==> src/rtl/hdlc_pkg.sv <==
// Shared definitions for the HDLC receive path: detector state indices,
// flag pattern, delay-line entry and framer state encoding.
package hdlc_pkg;

    // One-hot detector state indices
    localparam int S0   = 0;   // last bit was 0
    localparam int S1   = 1;   // one to six consecutive ones
    localparam int S2   = 2;
    localparam int S3   = 3;
    localparam int S4   = 4;
    localparam int S5   = 5;
    localparam int S6   = 6;
    localparam int S7   = 7;   // ERR: seven or more ones
    localparam int S8   = 8;   // DISC: stuffed zero
    localparam int S9   = 9;   // FLAG: flag complete
    localparam int DET_W = 10;

    localparam logic [7:0] FLAG_BYTE = 8'h7E;

    // Bits of a flag that precede its closing zero; they must be held back
    // until we know whether a flag is forming.
    localparam int DLY_N = $bits(FLAG_BYTE) - 1;

    typedef struct packed {
        logic bit_v;
        logic vld;
    } dly_ent_t;

    typedef enum logic [1:0] {
        FR_HUNT = 2'd0,
        FR_SYNC = 2'd1,
        FR_DATA = 2'd2
    } fr_state_e;

endpackage

==> src/rtl/hdlc_stuff_detect.sv <==
// Combinational one-hot next-state logic for the ones-run / stuffing / flag
// detector. The caller owns the state register.
module hdlc_stuff_detect
    import hdlc_pkg::*;
(
    input  logic             in,
    input  logic [DET_W-1:0] state,
    output logic [DET_W-1:0] next_state
);

    // A one advances the run (saturating at ERR); a zero ends it and is
    // classified as plain, stuffed (after five ones) or flag (after six).
    always_comb begin
        next_state = '0;
        if (in) begin
            next_state[S1] = state[S0] | state[S8] | state[S9];
            next_state[S2] = state[S1];
            next_state[S3] = state[S2];
            next_state[S4] = state[S3];
            next_state[S5] = state[S4];
            next_state[S6] = state[S5];
            next_state[S7] = state[S6] | state[S7];
        end else begin
            next_state[S0] = state[S0] | state[S1] | state[S2] | state[S3]
                           | state[S4] | state[S7] | state[S8] | state[S9];
            next_state[S8] = state[S5];
            next_state[S9] = state[S6];
        end
    end

endmodule

==> src/rtl/hdlc_rx_framer.sv <==
// HDLC receive framer: destuffs the bit stream, delimits frames on 0x7E
// flags and emits bytes (LSB first) as strobes with sop/eop, or an abort.
module hdlc_rx_framer
    import hdlc_pkg::*;
#(
    parameter int MAX_BYTES = 64
) (
    input  logic       clk,
    input  logic       reset,
    input  logic       bit_en,
    input  logic       rx_bit,
    output logic       out_valid,
    output logic [7:0] out_data,
    output logic       out_sop,
    output logic       out_eop,
    output logic       out_abort,
    output logic       in_frame
);

    // Wide enough to hold MAX_BYTES + 1 without wrapping
    localparam int BC_W = $clog2(MAX_BYTES + 2);

    logic [DET_W-1:0]           det_q;
    logic [DET_W-1:0]           det_d;
    dly_ent_t [DLY_N-1:0]       dly_q;
    dly_ent_t                   new_ent;
    fr_state_e                  fr_q;
    logic [7:0]                 sr_q;
    logic [2:0]                 bitcnt_q;
    logic [BC_W-1:0]            bytecnt_q;
    logic [7:0]                 pend_q;
    logic                       pend_v_q;

    logic       is_flag;
    logic       is_err;
    logic       accept;
    logic       commit;
    logic       commit_bit;
    logic [7:0] byte_nx;

    hdlc_stuff_detect u_det (
        .in         (rx_bit),
        .state      (det_q),
        .next_state (det_d)
    );

    assign is_flag    = det_d[S9];
    assign is_err     = det_d[S7];
    assign accept     = ~(det_d[S7] | det_d[S8] | det_d[S9]);
    assign commit     = bit_en & accept & dly_q[DLY_N-1].vld;
    assign commit_bit = dly_q[DLY_N-1].bit_v;
    assign byte_nx    = {commit_bit, sr_q[7:1]};
    assign new_ent    = '{bit_v: rx_bit, vld: 1'b1};

    // Detector state register, advances only on qualified bits
    always_ff @(posedge clk or posedge reset) begin
        if (reset) begin
            det_q <= DET_W'(1) << S0;
        end else if (bit_en) begin
            det_q <= det_d;
        end
    end

    // Delay line: accepted bits shift in; a flag or error wipes the pending
    // bits, which were the flag's leading zero and ones.
    always_ff @(posedge clk or posedge reset) begin
        if (reset) begin
            dly_q <= '0;
        end else if (bit_en) begin
            if (is_flag || is_err) begin
                dly_q <= '0;
            end else if (accept) begin
                dly_q <= {dly_q[DLY_N-2:0], new_ent};
            end
        end
    end

    // Framer FSM with byte assembly, one-byte holdback and registered outputs
    always_ff @(posedge clk or posedge reset) begin
        if (reset) begin
            fr_q      <= FR_HUNT;
            sr_q      <= '0;
            bitcnt_q  <= '0;
            bytecnt_q <= '0;
            pend_q    <= '0;
            pend_v_q  <= 1'b0;
            out_valid <= 1'b0;
            out_data  <= '0;
            out_sop   <= 1'b0;
            out_eop   <= 1'b0;
            out_abort <= 1'b0;
            in_frame  <= 1'b0;
        end else begin
            out_valid <= 1'b0;
            out_sop   <= 1'b0;
            out_eop   <= 1'b0;
            out_abort <= 1'b0;
            if (bit_en) begin
                if (is_err) begin
                    // Line abort: only a frame in progress reports it
                    if (fr_q == FR_DATA) out_abort <= 1'b1;
                    fr_q      <= FR_HUNT;
                    in_frame  <= 1'b0;
                    bitcnt_q  <= '0;
                    bytecnt_q <= '0;
                    pend_v_q  <= 1'b0;
                end else if (is_flag) begin
                    if (fr_q == FR_DATA) begin
                        // Closing flag: valid only on a byte boundary
                        if (bitcnt_q == 3'd0 && pend_v_q) begin
                            out_valid <= 1'b1;
                            out_data  <= pend_q;
                            out_eop   <= 1'b1;
                            out_sop   <= (bytecnt_q == BC_W'(1));
                        end else begin
                            out_abort <= 1'b1;
                        end
                    end
                    fr_q      <= FR_SYNC;
                    in_frame  <= 1'b0;
                    bitcnt_q  <= '0;
                    bytecnt_q <= '0;
                    pend_v_q  <= 1'b0;
                end else if (commit) begin
                    case (fr_q)
                        FR_SYNC: begin
                            fr_q     <= FR_DATA;
                            in_frame <= 1'b1;
                            sr_q     <= byte_nx;
                            bitcnt_q <= 3'd1;
                        end
                        FR_DATA: begin
                            sr_q     <= byte_nx;
                            bitcnt_q <= bitcnt_q + 3'd1;
                            if (bitcnt_q == 3'd7) begin
                                if (bytecnt_q == BC_W'(MAX_BYTES)) begin
                                    // Frame too long: discard and resync
                                    out_abort <= 1'b1;
                                    fr_q      <= FR_HUNT;
                                    in_frame  <= 1'b0;
                                    bitcnt_q  <= '0;
                                    bytecnt_q <= '0;
                                    pend_v_q  <= 1'b0;
                                end else begin
                                    // Release the previous byte; it is not the last
                                    bytecnt_q <= bytecnt_q + BC_W'(1);
                                    if (pend_v_q) begin
                                        out_valid <= 1'b1;
                                        out_data  <= pend_q;
                                        out_sop   <= (bytecnt_q == BC_W'(1));
                                    end
                                    pend_q   <= byte_nx;
                                    pend_v_q <= 1'b1;
                                end
                            end
                        end
                        default: ;
                    endcase
                end
            end
        end
    end

endmodule

==> config.mk <==
export PLATFORM = sky130hd
export DESIGN_NAME = hdlc_rx_framer
export DESIGN_NICKNAME = d
export VERILOG_FILES = /design/src/rtl/hdlc_pkg.sv /design/src/rtl/hdlc_stuff_detect.sv /design/src/rtl/hdlc_rx_framer.sv
export SDC_FILE = /design/constraint.sdc
export NUM_CORES = 1
export LEC_CHECK = 0
export BUFFER_PORTS_ARGS = -buffer_cell sky130_fd_sc_hd__buf_4
export CAP_MARGIN = 40
export CORE_UTILIZATION = 59
export CTS_CLUSTER_DIAMETER = 80
export DETAILED_ROUTE_END_ITERATION = 10
export GPL_TIMING_DRIVEN = 0
export PLACE_DENSITY = 0.83
export SETUP_SLACK_MARGIN = 0.05
export SLEW_MARGIN = 20
export SYNTH_ARGS = -nofsm -noshare
export SYNTH_HDL_FRONTEND = slang
export SYNTH_SLANG_ARGS = --single-unit
==> constraint.sdc <==
create_clock -name clk -period 3.3 [get_ports clk]
set_clock_uncertainty 0.2 [all_clocks]
set_input_delay 0.825 -clock clk [delete_from_list [all_inputs] [get_ports clk]]
set_output_delay 0.825 -clock clk [all_outputs]
set_load 0.005 [all_outputs]
==> flow_summary.toml, run 1 <==
[power_and_ir_drop]
p_per_area_nw_per_um2 = 579.4
max-vdd-ir-drop_uv = 353.3
power_mw = 1.828
leakagePower_nw = 1.548

[synthesis]
syn_area_um2 = 2754
ys_warn_count = 0
synth_seq_cells = 64
syn_area_per_cell_um2 = 12.52
synth_cells = 220
syn_nets = 231
ys_types = 36
ys_seq_area_share_pct = 58.20

[cts]
cts_tree = "built"
ctsResizeCount = 0
ctsHoldBuffers = 0
clkSinkCount = 64
cts.path.max_buffers = 2
post_cts_buffers = 0
clockRootBuffer = "clkbuf_8"
path_clk_slew_ns = 0.07
clk-insertion-delay-late_ns = 0.34
ctsHtreeMaxLevel = 3
cts_buffers = 9

[timing]
fin_setup_tns_ns = 0
finalSetupViolations = 0
rsz0062_at_grt = "false"
fmax_mhz = 406.8
slew_viol_final = 0
period_share_pct = 74.49
hold_slack_ns = 0.1584
max_slew_margin_pct = 55.62
worst_pin_slew_ns = 0.6631
finalCriticalPeriod_ns = 2.458
setup_ws_ns = 0.8420
hold_viol = 0

[placement]
io_buffers = 15
place_area_um2 = 2962
place_inst = 288
place_ws_ns = 0.4891
place_congestion = 0.7688
hpwl_um = 3128

[worst_setup_path]
worstPathRequired_ns = 3.32
worstPathMaxFanout = 10
worstSetupPathType = "in -> reg"
cp-end-kind = "flip-flop"
critPathLaunchType = "input pin"
cp.arrival_ns = 2.48
critical_path.cell_chain = "buf_4 -> a21oi_1 -> nand2_1 -> nor3_4 -> buf_6 -> mux2_2"
slowest_stage = "nor3_4"
critical_path.startpoint = "rx_bit"
slowest_delay_ns = 0.40
timing.rr.start = "det_q[7]$_DFFE_PP0P_"

[route]
drt-total-wl_um = 4819
post-route-drc-count = 0
wl_per_cell_um = 15.96
dr.pass1.iters = 4
vias = 1738
vias_per_cell = 5.755
first_iter_violations = 142
final_antenna_net_count = 0

[min_path]
hold_class = "in -> async"

[final_layout]
fill_cells = 310
nets = 258
synthToLayoutAreaGrowth_pct = 14.58
n_antenna_cell = 0
final-instance-count-excl-fill = 302
drive_gt1_share_pct = 28.80
post-route-util_pct = 71.49
final_cell_mix = "dfrtp_1, mux2_2, o21ai_0, a22o_1, buf_4"
fin_area_um2 = 3156
final_common_cell = "dfrtp_1"

[run_status]
status = "finished clean"

[floorplanning]
ios = 17
die_h_um = 70.32
core_area_um2 = 4414
die_area_um2 = 4945
start_util_pct = 62.39
rows = 24
die_x_um = 70.32

[global_routing]
grt_max_degree = 61
antenna_found_initial = 0
grt_pass1_vias = 1780
grt-ovfl-total = 0
grt_first_pass_wirelength_um = 8438
grtUsageTotal_pct = 23.01

[flow_run]
maxCapViolations = 0
[logic make-up (layout without fill, tap and decap cells)]
logic type,count (synthesis),count (layout),synth area share [%]
multiplexers,26,26,10.63
adder cells (fa/ha/maj),7,7,3.180
buffers and inverters,25,55,4.135
AO/OA/AOI/OAI,50,50,12.90
flip-flops,64,64,58.20
AND/OR/NAND/NOR,47,47,10.63
XOR/XNOR,1,1,0.3181
[power by group]
part           internal, mW  leakage (nW)  total, mW  switching, mW
logic                 0.111         0.586      0.248          0.137
registers             0.859         0.865      0.914         0.0552
clock network         0.380        0.0973      0.666          0.286
total                  1.35          1.55       1.83          0.478
[worst max-delay path: cells and delay by family]
family / cells / cell delay, ns
AOI/OAI and AO/OA: 1 / 0.31
buffers and inverters: 2 / 0.35
muxes: 1 / 0.33
and+or+nand+nor: 2 / 0.67
[path summary, 6_finish.rpt]
| path | to | slack, ns | cells past startpoint |
|---|---|---|---|
| worst min-delay path | out_data[7]$_DFFE_PP0P_ | 0.16 | 2 |
| min in group clk | dly_q[0]$_DFFE_PP0P_ | 0.28 | 1 |
| max in group asynchronous | det_q[0]$_DFFE_PP1P_ | 2.22 | 3 |
| worst max register to register | pend_q[1]$_DFFE_PP0P_ | 1.00 | 5 |
| worst max-delay path | pend_q[1]$_DFFE_PP0P_ | 0.84 | 6 |
| worst min register to register | dly_q[0]$_DFFE_PP0P_ | 0.28 | 1 |
[final cells by class]
cell class | count | area (um^2) | area share (%)
clock buffer | 11 | 151.4 | 4.798
multi-input combinational | 131 | 1037 | 32.87
buffer | 9 | 53.80 | 1.705
timing repair buffer | 16 | 140.1 | 4.441
sequential | 64 | 1603 | 50.79
inverter | 16 | 62.56 | 1.983
tap | 52 | 65.06 | 2.062
clock inverter | 3 | 42.54 | 1.348
[cell usage after synthesis (all sizes together)]
cell type | count | area share (%)
nor2b | 1 | 0.23
a2bb2oi | 1 | 0.32
nor2 | 6 | 0.82
mux2 | 26 | 11
dfrtp | 63 | 57
o2111ai | 1 | 0.95
clkbuf | 5 | 0.68
nor3 | 2 | 1.2
a32o | 1 | 0.36
a21o | 3 | 0.82
o311ai | 1 | 0.32
nand2 | 12 | 1.6
dfstp | 1 | 0.95
o2bb2ai | 1 | 0.32
or2b | 1 | 0.32
or4 | 1 | 0.27
a21oi | 8 | 1.5
inv | 16 | 2.2
and3 | 4 | 1.0
buf | 4 | 1.3
a22o | 16 | 5.1
nor4 | 5 | 1.4
nand3 | 9 | 1.6
or2 | 1 | 0.23
nand4 | 2 | 1.0
nor3b | 1 | 0.27
o21ai | 18 | 3.3
nand3b | 2 | 0.68
xor2 | 1 | 0.32
ha | 7 | 3.2
[registers in the layout, summed over array words and instances (netlist names)]
name        cells
pend_q          8
out_valid       1
out_abort       1
pend_v_q        1
out_sop         1
sr_q            7
commit_bit      1
det_q          10
fr_q            1
bytecnt_q       7
out_eop         1
in_frame        1
out_data        8
bitcnt_q        3
dly_q          13
[routing by layer]
metal	vias up	global-route usage [%]	part of all wire (%)
met4	0	10.22	1.9
li1	838	-	-
met5	-	0	0
met2	40	32.70	47
met1	852	31.18	46
met3	8	9.235	5.0
Power figures use the tool's default switching activity.
==> run 2, diff against run 1 <==
Clock period 3.3 ns to 2.3 ns, I/O delays scaled along.
==> run 2 against run 1 <==
Effect of this change:
- final cell count up 6.0%
- clock power up 83%
- global-route usage up 1.9 points
- wire length up 21%
- first-iteration DRC count up 60%
- non-clock buffer count up 16
- flip-flop and latch count unchanged
- worst setup slack worse by 0.78 ns
- sequential share of layout area down 3.7 points
- register-to-register slack worse by 0.93 ns
- critical path type is now reg -> reg
- largest power group unchanged
==> flow_summary.toml, run 2 (synthesized netlist as in run 1, its figures left out) <==
[final_layout]
final_common_cell = "dfrtp_1"
fin_area_um2 = 3408
regMostFlops = "dly_q"
synthToLayoutAreaGrowth_pct = 23.76
drive_gt1_share_pct = 36.19
post-route-util_pct = 77.21
n_antenna_cell = 0
nets = 274
largest_register_ffs = 13
final_cell_mix = "dfrtp_1, buf_4, mux2_2, o21ai_0, a22o_1"
reg_top3 = "dly_q: 13 flops, det_q: 10 flops"

[global_routing]
grtUsageTotal_pct = 24.91
grt_first_pass_wirelength_um = 9204
antenna_found_initial = 0
grt-ovfl-total = 0
grt_max_degree = 31
grt_pass1_vias = 1880

[floorplanning]
start_util_pct = 62.39
core_area_um2 = 4414
die_h_um = 70.32
rows = 24
die_x_um = 70.32
ios = 17
die_area_um2 = 4945

[timing]
worst_pin_slew_ns = 0.6489
period_share_pct = 97.17
hold_viol = 0
max_slew_margin_pct = 56.28
finalCriticalPeriod_ns = 2.235
finalSetupViolations = 0
slew_viol_final = 0
fmax_mhz = 447.5
rsz0062_at_grt = "true"

[cts]
ctsHoldBuffers = 0
cts_buffers = 9
path_clk_slew_ns = 0.07
clkSinkCount = 64
cts.path.max_buffers = 2
clk-insertion-delay-late_ns = 0.34
ctsHtreeMaxLevel = 3
clockRootBuffer = "clkbuf_8"
cts_tree = "built"

[power_and_ir_drop]
sw_frac_of_total_pct = 25.28
p_comb_share_pct = 13.8
leakagePower_nw = 1.673
intPower_mw = 2.192
p_per_area_nw_per_um2 = 860.7
clkPwrFrac_pct = 41.5
power_mw = 2.934
p_seq_share_pct = 44.8
max-vdd-ir-drop_uv = 624.4
power_switching_uw = 741.5

[placement]
io_buffers = 15
hpwl_um = 3294
place_area_um2 = 2983
place_congestion = 0.7682

[min_path]
hold_class = "in -> async"

[worst_setup_path]
critPathLaunchType = "flip-flop"
worstPathRequired_ns = 2.33
cp.arrival_ns = 2.27
worstPathMaxFanout = 6
worstSetupPathType = "reg -> reg"
cp-end-kind = "flip-flop"

[route]
vias_per_cell = 6.047
wl_per_cell_um = 18.25
vias = 1935
dr.pass1.iters = 4
drt-total-wl_um = 5840
post-route-drc-count = 0
final_antenna_net_count = 0
first_iter_violations = 227

[run_status]
status = "finished clean"

[flow_run]
maxCapViolations = 0
run 2: path summary, 6_finish.rpt:
path	from	endpoint	slack, ns	cells past startpoint
min in group clk	dly_q[3]$_DFFE_PP0P_	dly_q[5]$_DFFE_PP0P_	0.31	1
max	bytecnt_q[5]$_DFFE_PP0P_	out_data[2]$_DFFE_PP0P_	0.07	7
min reg2reg	dly_q[3]$_DFFE_PP0P_	dly_q[5]$_DFFE_PP0P_	0.31	1
min	reset	dly_q[2]$_DFFE_PP0P_	0.02	2
max in group asynchronous	reset	bytecnt_q[5]$_DFFE_PP0P_	1.23	4
max reg2reg	bytecnt_q[5]$_DFFE_PP0P_	out_data[2]$_DFFE_PP0P_	0.07	7
run 2: critical path, stage by stage (launching register included):
cell and delay (ns):
dfrtp_2 0.44, nor4_4 0.28, and3_1 0.20, buf_6 0.14
nor3_4 0.06, o2111ai_4 0.28, clkbuf_16 0.21, mux2_2 0.32
run 2: per-stage QoR:
| stage | setup slack (ns) | hold slack (ns) | cells | TNS [ns] |
|---|---|---|---|---|
| 2_1_floorplan | 0.2095 | 0.2507 | 220 | 0 |
| 3_3_place_gp | -0.2456 | 0.2597 | 287 | -2.182 |
| 3_5_place_dp | -0.2312 | 0.2780 | 289 | -2.747 |
| 4_1_cts | 0.08980 | 0.03164 | 309 | 0 |
| 5_1_grt | 0.01534 | 0.03881 | 320 | 0 |
| 6_report | 0.06514 | 0.02231 | 320 | 0 |
run 2: routing by layer:
metal	global-route usage, %	vias up	share of wire [%]
li1	-	880	-
met1	33.60	991	46
met2	37.57	48	48
met3	7.648	16	4.0
met4	10.44	0	2.3
met5	0	-	0
run 2: power groups by stage:
stage | logic, mW | registers [mW] | clock network (mW)
5_1_grt | 0.451 | 1.33 | 1.28
3_5_place_dp | 0.360 | 1.33 | 0
3_3_place_gp | 0.338 | 1.32 | 0
4_1_cts | 0.374 | 1.31 | 1.23
6_report | 0.404 | 1.31 | 1.22
2_1_floorplan | 0.270 | 1.31 | 0
run 2: final cells by class:
type,instances,area [um^2]
inverters,16,63.81
clock inverters,5,102.6
clock buffers,11,151.4
fillers,249,1006
multi-input cells,131,1059
plain buffers,9,57.56
flip-flops and latches,64,1607
repair buffers,32,302.8
well taps,52,65.06
run 2: what timing repair did:
action | 4_1_cts | 5_1_grt
endpoints found under the setup margin | 11 | 15
buffers inserted | 4 | 10
pin swaps | 2 | 4
gates cloned | 0 | 1
gates resized for setup | 1 | 8
